$ cat src/rtl/wave_meter_if.sv
// Sample input and measurement result bundle for wave_meter.
// The timeout signal and its modport entries exist only with WAVE_METER_TIMEOUT_EN.
interface wave_meter_if #(
    parameter int DATA_W = 8,
    parameter int CNT_W  = 16
);
    logic              din_valid;
    logic [DATA_W-1:0] din;
    logic              clr;
    logic [DATA_W-1:0] vmax;
    logic [DATA_W-1:0] vmin;
    logic [DATA_W-1:0] vpp;
    logic [CNT_W-1:0]  period;
    logic              meas_valid;
    logic              locked;
`ifdef WAVE_METER_TIMEOUT_EN
    logic              timeout;

    modport master (
        output din_valid, din, clr,
        input  vmax, vmin, vpp, period, meas_valid, locked, timeout
    );

    modport slave (
        input  din_valid, din, clr,
        output vmax, vmin, vpp, period, meas_valid, locked, timeout
    );
`else
    modport master (
        output din_valid, din, clr,
        input  vmax, vmin, vpp, period, meas_valid, locked
    );

    modport slave (
        input  din_valid, din, clr,
        output vmax, vmin, vpp, period, meas_valid, locked
    );
`endif
endinterface

$ cat src/rtl/wave_meter.sv
// Per-period max/min/peak-to-peak/period measurement of a sampled waveform using
// hysteretic rising mid-level crossings. Optional feature macro: WAVE_METER_TIMEOUT_EN.
module wave_meter #(
    parameter int DATA_W = 8,
    parameter int CNT_W  = 16,
    parameter int HYST   = 4
) (
    input  logic        clk,
    input  logic        rst_n,
    wave_meter_if.slave bus
);

    localparam logic [DATA_W-1:0] MID     = {1'b1, {(DATA_W-1){1'b0}}};
    localparam logic [DATA_W:0]   FULL    = {1'b0, {DATA_W{1'b1}}};
    localparam logic [DATA_W:0]   HYST_W  = (DATA_W+1)'(HYST);
    localparam logic [CNT_W-1:0]  CNT_MAX = '1;
    localparam logic [CNT_W-1:0]  CNT_ONE = CNT_W'(1);
`ifdef WAVE_METER_TIMEOUT_EN
    localparam logic [CNT_W-1:0]  CNT_PRE = CNT_MAX - CNT_ONE;
`endif

    typedef enum logic {
        SEEK,
        MEASURE
    } state_t;

    state_t            r_state;
    state_t            w_nextState;

    logic [DATA_W-1:0] r_thr;
    logic              r_armed;
    logic [DATA_W-1:0] r_runMax;
    logic [DATA_W-1:0] r_runMin;
    logic [CNT_W-1:0]  r_runCnt;

    logic [DATA_W-1:0] r_vmax;
    logic [DATA_W-1:0] r_vmin;
    logic [DATA_W-1:0] r_vpp;
    logic [CNT_W-1:0]  r_period;
    logic              r_measValid;
    logic              r_locked;
`ifdef WAVE_METER_TIMEOUT_EN
    logic              r_timeout;
    logic              w_timeoutHit;
`endif

    logic [DATA_W:0]   w_thrExt;
    logic [DATA_W:0]   w_dinExt;
    logic [DATA_W:0]   w_lo;
    logic [DATA_W:0]   w_hi;
    logic              w_arm;
    logic              w_cross;
    logic [DATA_W-1:0] w_mean;
    logic              w_startRun;
    logic              w_report;
    logic              w_accum;

    // Thresholds are clamped to the sample range; comparisons run one bit wider
    // so thr +/- HYST never wraps.
    assign w_thrExt = {1'b0, r_thr};
    assign w_dinExt = {1'b0, bus.din};
    assign w_lo     = (w_thrExt > HYST_W) ? (w_thrExt - HYST_W) : '0;
    assign w_hi     = ((w_thrExt + HYST_W) > FULL) ? FULL : (w_thrExt + HYST_W);
    assign w_arm    = (w_dinExt <= w_lo);
    assign w_cross  = bus.din_valid && !bus.clr && r_armed && (w_dinExt >= w_hi) && !w_arm;
    assign w_mean   = DATA_W'(({1'b0, r_runMax} + {1'b0, r_runMin}) >> 1);

    always_ff @(posedge clk or negedge rst_n) begin
        if (!rst_n) begin
            r_state <= SEEK;
        end else begin
            r_state <= w_nextState;
        end
    end

    always_comb begin
        w_nextState = r_state;
        w_startRun  = 1'b0;
        w_report    = 1'b0;
        w_accum     = 1'b0;
`ifdef WAVE_METER_TIMEOUT_EN
        w_timeoutHit = 1'b0;
`endif
        if (bus.clr) begin
            w_nextState = SEEK;
        end else if (bus.din_valid) begin
            case (r_state)
                SEEK: begin
                    if (w_cross) begin
                        w_startRun  = 1'b1;
                        w_nextState = MEASURE;
                    end
                end
                MEASURE: begin
                    if (w_cross) begin
                        w_report   = 1'b1;
                        w_startRun = 1'b1;
                    end else begin
                        w_accum = 1'b1;
`ifdef WAVE_METER_TIMEOUT_EN
                        if (r_runCnt == CNT_PRE) begin
                            w_timeoutHit = 1'b1;
                            w_nextState  = SEEK;
                        end
`endif
                    end
                end
                default: begin
                    w_nextState = SEEK;
                end
            endcase
        end
    end

    // The crossing sample both closes the previous window and opens the next one.
    always_ff @(posedge clk or negedge rst_n) begin
        if (!rst_n) begin
            r_thr       <= MID;
            r_armed     <= 1'b0;
            r_runMax    <= '0;
            r_runMin    <= '0;
            r_runCnt    <= '0;
            r_vmax      <= '0;
            r_vmin      <= '0;
            r_vpp       <= '0;
            r_period    <= '0;
            r_measValid <= 1'b0;
            r_locked    <= 1'b0;
`ifdef WAVE_METER_TIMEOUT_EN
            r_timeout   <= 1'b0;
`endif
        end else begin
            r_measValid <= w_report;
            if (bus.clr) begin
                r_thr    <= MID;
                r_armed  <= 1'b0;
                r_runCnt <= '0;
                r_locked <= 1'b0;
`ifdef WAVE_METER_TIMEOUT_EN
                r_timeout <= 1'b0;
`endif
            end else if (bus.din_valid) begin
                if (w_arm) begin
                    r_armed <= 1'b1;
                end else if (w_cross) begin
                    r_armed <= 1'b0;
                end

                if (w_report) begin
                    r_vmax   <= r_runMax;
                    r_vmin   <= r_runMin;
                    r_vpp    <= r_runMax - r_runMin;
                    r_period <= r_runCnt;
                    r_locked <= 1'b1;
                    r_thr    <= w_mean;
`ifdef WAVE_METER_TIMEOUT_EN
                    r_timeout <= 1'b0;
`endif
                end

                if (w_startRun) begin
                    r_runMax <= bus.din;
                    r_runMin <= bus.din;
                    r_runCnt <= CNT_ONE;
                end else if (w_accum) begin
                    if (bus.din > r_runMax) begin
                        r_runMax <= bus.din;
                    end
                    if (bus.din < r_runMin) begin
                        r_runMin <= bus.din;
                    end
                    if (r_runCnt != CNT_MAX) begin
                        r_runCnt <= r_runCnt + CNT_ONE;
                    end
                end

`ifdef WAVE_METER_TIMEOUT_EN
                if (w_timeoutHit) begin
                    r_timeout <= 1'b1;
                    r_locked  <= 1'b0;
                    r_thr     <= MID;
                end
`endif
            end
        end
    end

    assign bus.vmax       = r_vmax;
    assign bus.vmin       = r_vmin;
    assign bus.vpp        = r_vpp;
    assign bus.period     = r_period;
    assign bus.meas_valid = r_measValid;
    assign bus.locked     = r_locked;
`ifdef WAVE_METER_TIMEOUT_EN
    assign bus.timeout    = r_timeout;
`endif

endmodule

$ cat src/flat_wrapper.sv
// flat-port wrapper written by rule: the top's interface ports become plain ports
module wave_meter_flat 
#(
    parameter int DATA_W = 8,
    parameter int CNT_W  = 16,
    parameter int HYST   = 4
)
  (clk, rst_n, bus_din_valid, bus_din, bus_clr, bus_vmax, bus_vmin, bus_vpp, bus_period, bus_meas_valid, bus_locked);
  wave_meter_if #(.DATA_W(DATA_W), .CNT_W(CNT_W)) bus_i ();
  input  logic clk;
  input  logic rst_n;
  input wire logic [$bits(bus_i.din_valid)-1:0] bus_din_valid;
  input wire logic [$bits(bus_i.din)-1:0] bus_din;
  input wire logic [$bits(bus_i.clr)-1:0] bus_clr;
  output wire logic [$bits(bus_i.vmax)-1:0] bus_vmax;
  output wire logic [$bits(bus_i.vmin)-1:0] bus_vmin;
  output wire logic [$bits(bus_i.vpp)-1:0] bus_vpp;
  output wire logic [$bits(bus_i.period)-1:0] bus_period;
  output wire logic [$bits(bus_i.meas_valid)-1:0] bus_meas_valid;
  output wire logic [$bits(bus_i.locked)-1:0] bus_locked;
  assign bus_i.din_valid = bus_din_valid;
  assign bus_i.din = bus_din;
  assign bus_i.clr = bus_clr;
  assign bus_vmax = bus_i.vmax;
  assign bus_vmin = bus_i.vmin;
  assign bus_vpp = bus_i.vpp;
  assign bus_period = bus_i.period;
  assign bus_meas_valid = bus_i.meas_valid;
  assign bus_locked = bus_i.locked;
  wave_meter #(.DATA_W(DATA_W), .CNT_W(CNT_W), .HYST(HYST)) u_core (.clk(clk), .rst_n(rst_n), .bus(bus_i));
endmodule
$ cat config.mk
export PLATFORM = sky130hd
export DESIGN_NAME = wave_meter_flat
export DESIGN_NICKNAME = d
export VERILOG_FILES = /design/src/rtl/wave_meter_if.sv /design/src/rtl/wave_meter.sv /design/src/flat_wrapper.sv
export SDC_FILE = /design/constraint.sdc
export NUM_CORES = 1
export LEC_CHECK = 0
export CAP_MARGIN = 20
export CORE_MARGIN = 3
export CORE_UTILIZATION = 58
export CTS_CLUSTER_SIZE = 28
export DETAILED_ROUTE_END_ITERATION = 16
export DONT_BUFFER_PORTS = 1
export PLACE_DENSITY = 0.78
export SETUP_SLACK_MARGIN = 0.3
export SLEW_MARGIN = 20
export SYNTH_ARGS = -nofsm -noshare
export SYNTH_HDL_FRONTEND = slang
export SYNTH_SLANG_ARGS = --single-unit
$ cat constraint.sdc
create_clock -name clk -period 3.1 [get_ports clk]
set_input_delay 0.465 -clock clk [delete_from_list [all_inputs] [get_ports clk]]
set_output_delay 0.465 -clock clk [all_outputs]
set_load 0.05 [all_outputs]
# Word-level counts from Yosys, hierarchy flattened
# Index checks and enable logic that the tools add are counted.
# classes
addsub,5
order_cmp,6
n_eq_ne,1
mux,36
bitwise,1
reduce_logical,20
# ops
operator,count
$mux 16,5
$mux 8,9
$mux 1,20
$mux 9,2
$add 16x1->16 const B,1
$ne 16x16->1 const B,1
$reduce_bool 2->1,5
$add 8x3->9 const B,1
$add 8x8->9,1
$ge 8x9->1,1
$gt 9x8->1 const B,1
$le 8x9->1,1
$reduce_bool 3->1,3
$sub 8x3->9 const B,1
$gt 8x3->1 const B,1
$gt 8x8->1,1
$lt 8x8->1,1
$reduce_and 4->1,2
$sub 8x8->8,1
$reduce_and 3->1,2
$logic_and 1x1->1,4
$reduce_and 2->1,2
$logic_not 1->1,2
$not 1->1,1
# totals
reg_bits,84
in_bits,12
output_inout_bits,42
wordCells,81

# Logic depth before layout (Yosys ltp)
# Gate-level depths: netlist of run 1.
# depth
depth_word,14
depth_mapped,17
ltp_nobuf,15

# Worst setup path after synthesis of run 1
# Ideal clock, no wire load.
# synth_timing
path_kind,register to register
startpoint,register u_core.r_thr[2]
endpoint,register u_core.r_vmin[2] (netlist: u_core.bus.vmin[2])
setup_ps,127
arrival_time_ps,3214
required_time_ps,2973
slack_ps,-241
stages_incl_launch_ff,17
path_buffers,2
synth_period_minus_slack_ps,3341
path_cell_list,dfrtp_1 > inv_1 > ha_1 > nand4b_1 > nor3_1 > a31o_2 > or2_2 > ha_1 > nand2b_1 > a31oi_1 > o21a_1 > nor3_4 > nand3_4 > inv_2 > buf_6 > buf_6 > mux2_1
# synth_via
elab_chain_len,11
word_cells_on_any_way,16
classes_between,add/sub (2); order compare (4); mux (6); reduce/logical (4)
# synth_lines
item,line_no,text
from (decl),wave_meter.sv:30,logic [DATA_W-1:0] r_thr;
from (signal assigned),wave_meter.sv:155,r_thr <= w_mean;
$add 8x3->9,wave_meter.sv:63,assign w_hi = ((w_thrExt + HYST_W) > FULL) ? FULL : (w_thrExt + HYST_W);
$gt 9x8->1,wave_meter.sv:63,
$mux 9,wave_meter.sv:63,
$ge 8x9->1,wave_meter.sv:65,assign w_cross = bus.din_valid && !bus.clr && r_armed && (w_dinExt >= w_hi) && !w_arm;
$logic_and 1x1->1,wave_meter.sv:65,
$logic_and 1x1->1 (*),wave_meter.sv:65,
$mux 1 (*),wave_meter.sv:95,if (w_cross) begin
$mux 1 (*),wave_meter.sv:87,case (r_state)
$mux 1 (*),wave_meter.sv:86,end else if (bus.din_valid) begin
$mux 1 (*),wave_meter.sv:84,if (bus.clr) begin
$reduce_and 3->1 (no line) (*),-,
to (signal assigned),wave_meter.sv:151,r_vmin <= r_runMin;
to (decl),wave_meter.sv:37,logic [DATA_W-1:0] r_vmin;
# Every way passes the cells marked *; elsewhere a longest branch is shown, timed or not.
# A chain may end at the register's enable or synchronous reset.

# Worst setup path after layout of run 1
# layout_timing
startpoint,register u_core.r_thr[3]
endpoint,register u_core.r_vmin[7] (netlist: u_core.bus.vmin[7])
# Same word-level chain as after synthesis.

==> results of run 1 <==
-- metal layers --
| layer | wire length [µm] | vias up | share of wire | GRT usage |
|---|---|---|---|---|
| met1 | 5780 | 1999 | 0.39 | 0.358 |
| met4 | 715 | 0 | 0.048 | 0.108 |
| met5 | 0 | - | 0 | 0 |
| met3 | 1260 | 79 | 0.085 | 0.0709 |
| met2 | 7000 | 236 | 0.47 | 0.433 |
| li1 | - | 1743 | - | - |
-- state kept, by name, summed over array words and instances, names as in the netlist, 8 cells and up --
| name | cells |
|---|---|
| u_core.bus.period | 16 |
| u_core.bus.vmax | 8 |
| u_core.bus.vmin | 8 |
| u_core.bus.vpp | 8 |
| u_core.r_runCnt | 16 |
| u_core.r_runMax | 8 |
| u_core.r_runMin | 8 |
| u_core.r_thr | 8 |
-- placed cells by master (no fill, tap or decap), types with 8 or more instances in the layout --
master	count
nand3_1	10
xor2_1	14
buf_6	10
buf_4	24
inv_1	22
a21oi_1	13
nand2_1	25
clkbuf_8	10
dfrtp_1	81
nor2_1	26
nor2_4	14
xnor2_1	14
nand4_1	8
o21ai_0	10
ha_1	46
mux2_4	51
-- per-stage QoR --
step	util	hold slack, ps
after floorplan	-	169
after global placement	0.641	171
after detailed placement	0.641	171
after CTS	0.728	15.2
after global routing	0.763	-11.2
final	0.763	-25.9
-- cells by family (layout without fill, tap and decap cells) --
logic type,after synthesis,count (layout),share of synthesized area
simple gates,131,131,0.131
flops,84,84,0.412
fa+ha+maj,53,53,0.133
xor+xnor,28,28,0.0481
buf+inv,42,90,0.0444
compound gates,77,77,0.100
mux,53,53,0.131
-- synthesized netlist by cell type, drive strengths merged (2+ instances only) --
master	n
dfrtp	83
ha	51
mux2	51
nor2	43
nand2	28
inv	25
o21ai	20
a21oi	17
xnor2	14
xor2	14
nand3	12
nand2b	10
buf	9
nand4	8
a21o	7
clkbuf	7
nor3	7
o21a	7
and3	6
o31ai	5
a31oi	3
and4	3
nor2b	3
or3b	3
a211oi	2
a221oi	2
a31o	2
and2	2
fa	2
mux2i	2
o41ai	2
or2	2
-- area by class of cell --
type	count	area, µm²	area share
clock buffer	10	138	0.0215
clock inverter	6	93.8	0.0147
inverter	26	108	0.0168
multi-input combinational	342	3220	0.503
sequential	84	2110	0.329
tap	105	131	0.0205
timing repair buffer	48	601	0.0939
-- power groups by stage --
stage | Combinational [µW] | Clock, µW | Sequential, µW
global placement | 627 | 0 | 1260
detailed placement | 662 | 0 | 1260
finish | 830 | 927 | 1250
floorplan | 535 | 0 | 1220
global route | 914 | 974 | 1250
CTS | 744 | 918 | 1240
-- how the worst max path moves through the flow --
stage,startpoint,end,cells after the start,slack [ps]
2_1_floorplan,u_core.r_thr[3]$_DFFE_PN0P_,u_core.bus.period[10]$_DFFE_PN0P_,16,50
3_3_place_gp,u_core.r_thr[3]$_DFFE_PN0P_,u_core.r_runMax[7]$_DFFE_PN0P_,15,-90
3_5_place_dp,u_core.r_thr[3]$_DFFE_PN0P_,u_core.r_runMin[1]$_DFFE_PN0P_,15,-170
4_1_cts,u_core.r_thr[3]$_DFFE_PN0P_,u_core.bus.vpp[5]$_DFFE_PN0P_,16,-110
5_1_grt,u_core.r_thr[3]$_DFFE_PN0P_,u_core.bus.vmin[7]$_DFFE_PN0P_,16,-370
6_report,u_core.r_thr[3]$_DFFE_PN0P_,u_core.bus.vmin[7]$_DFFE_PN0P_,16,-250
-- timing repair --
item | in CTS | in global routing
endpoints found under the hold margin | 84 | 0
endpoints found under the setup margin | 82 | 84
resized for setup | 74 | 50
hold buffers | 1 | 0
pin swaps | 15 | 11
gates cloned | 4 | 0
buffers inserted | 11 | 7
==> results_dict.tcl, run 1 <==
set metrics [dict create \
    io_pins 54 \
    dieWidth_um 99.8 \
    rr_worst_depth 16 \
    p_total_uw 3010 \
    yosys.area.top_type_share 0.407 \
    rrSetupSlack_ps -250 \
    crit_family "simple AND/OR/NAND/NOR gates" \
    setup_violations 81 \
    fin_crit_sh 1.08 \
    nFillCells 485 \
    worst-path-buf-inv 5 \
    yosysTopAreaCell "dfrtp_1" \
    worst_skew_pair.late_latency_ps 370 \
    antenna_violating_nets_post_route 0 \
    synth-seq-cells 84 \
    dp_slack_ps -168 \
    final_area_um2 6390 \
    synth-main-ff-cell "dfrtp_1" \
    place.gp.congestion 0.916 \
    worstSetupPathType "reg2reg" \
    r2r-end "u_core.bus.vmin[7]$_DFFE_PN0P_" \
    combPwrFrac 0.276 \
    initial_core_util 0.609 \
    dp_hpwl_um 8140 \
    max_freq_mhz 299 \
    synth.distinct_cells 58 \
    cpMostUsedCell "ha_1" \
    drive_above_1_share 0.337 \
    failed_checks "hold timing, setup timing" \
    relSlewSlack 0.427 \
    cts_tree "yes" \
    yosysWarnings 0 \
    rsz0062_at_grt "yes" \
    crit_chain "inv_2, buf_4, ha_1, a21oi_2, nand2b_4, nand2_1, ha_1, nand4_1, a21oi_1, o22ai_2, nor3_4, nand3_4, inv_8, buf_12, buf_16, mux2_4" \
    numCtsBuffers 9 \
    syn_avg_cell_area_um2 10.9 \
    placed_area_um2 5380 \
    period_minus_slack_ps 3350 \
    ys_top_cells_by_area "dfrtp_1, ha_1, mux2_4" \
    status "finished, violations left" \
    critPathLaunchType "register" \
    slew_violations 0 \
    arrival_ps 3600 \
    antenna_found_initial 0 \
    dr.pass1.iters 8 \
    tightest_slew_ps 859 \
    syn_inst 468 \
    cts.sinks 84 \
    max_cap_violations 0 \
    power.density_nw_per_um2 470 \
    grtUsageTotal 0.273 \
    p_switching_uw 1010 \
    clkTransAtPathRegs_ps 100 \
    portBuffers 0 \
    hp-class "in2async" \
    hold_viol_final 16 \
    netlist_area_um2 5100 \
    cpPeakStageDelay_ps 420 \
    fin_ws_ps -249 \
    drt-total-wl_um 14700 \
    wl_per_cell_um 23.7 \
    core_area_um2 8380 \
    p_int_uw 2000 \
    synthArstFlopShare 1.00 \
    dr_total_vias 4057 \
    die_h_um 99.8 \
    max-vdd-ir-drop_mv 0.398 \
    drt_iter0_drc 399 \
    num_rows 33 \
    first_global_vias 4010 \
    cp_max_fo 7 \
    area_growth_pct 25.4 \
    viasPerCell 6.53 \
    dp_cells 582 \
    syn_nets 533 \
    grt_max_degree 85 \
    htreeDepth 3 \
    end_kind "register" \
    crit_path_top_delay_cell "dfrtp_2" \
    yosysSeqAreaShare 0.412 \
    synth_edf_count 0 \
    clock_power_share 0.308 \
    clockBufferDepth 2 \
    grt_pass1_wl_um 21300 \
    whs_ps -25.9 \
    grt_remaining_overflow 0 \
    ctsRootBufferMaster "clkbuf_8" \
    fin_setup_tns_ps -14700 \
    design.die.area_um2 9960 \
    p_sw_frac 0.336 \
    skew_ps 17.0 \
    drc 0 \
    n_antenna_cell 0 \
    p_seq_frac 0.416 \
    r2r_start "u_core.r_thr[3]$_DFFE_PN0P_" \
    instances_no_fill 621 \
    final_nets 576 \
    required_ps 3350 \
    power.leakage_uw 0.00296 \
]
No activity file was read; power rests on OpenSTA's default activity.
==> run 2, diff against run 1 <==
CAP_MARGIN = 10   (was 20)
==> results of run 2 <==
The final DEF is identical to that of run 1; final timing and power are the same.
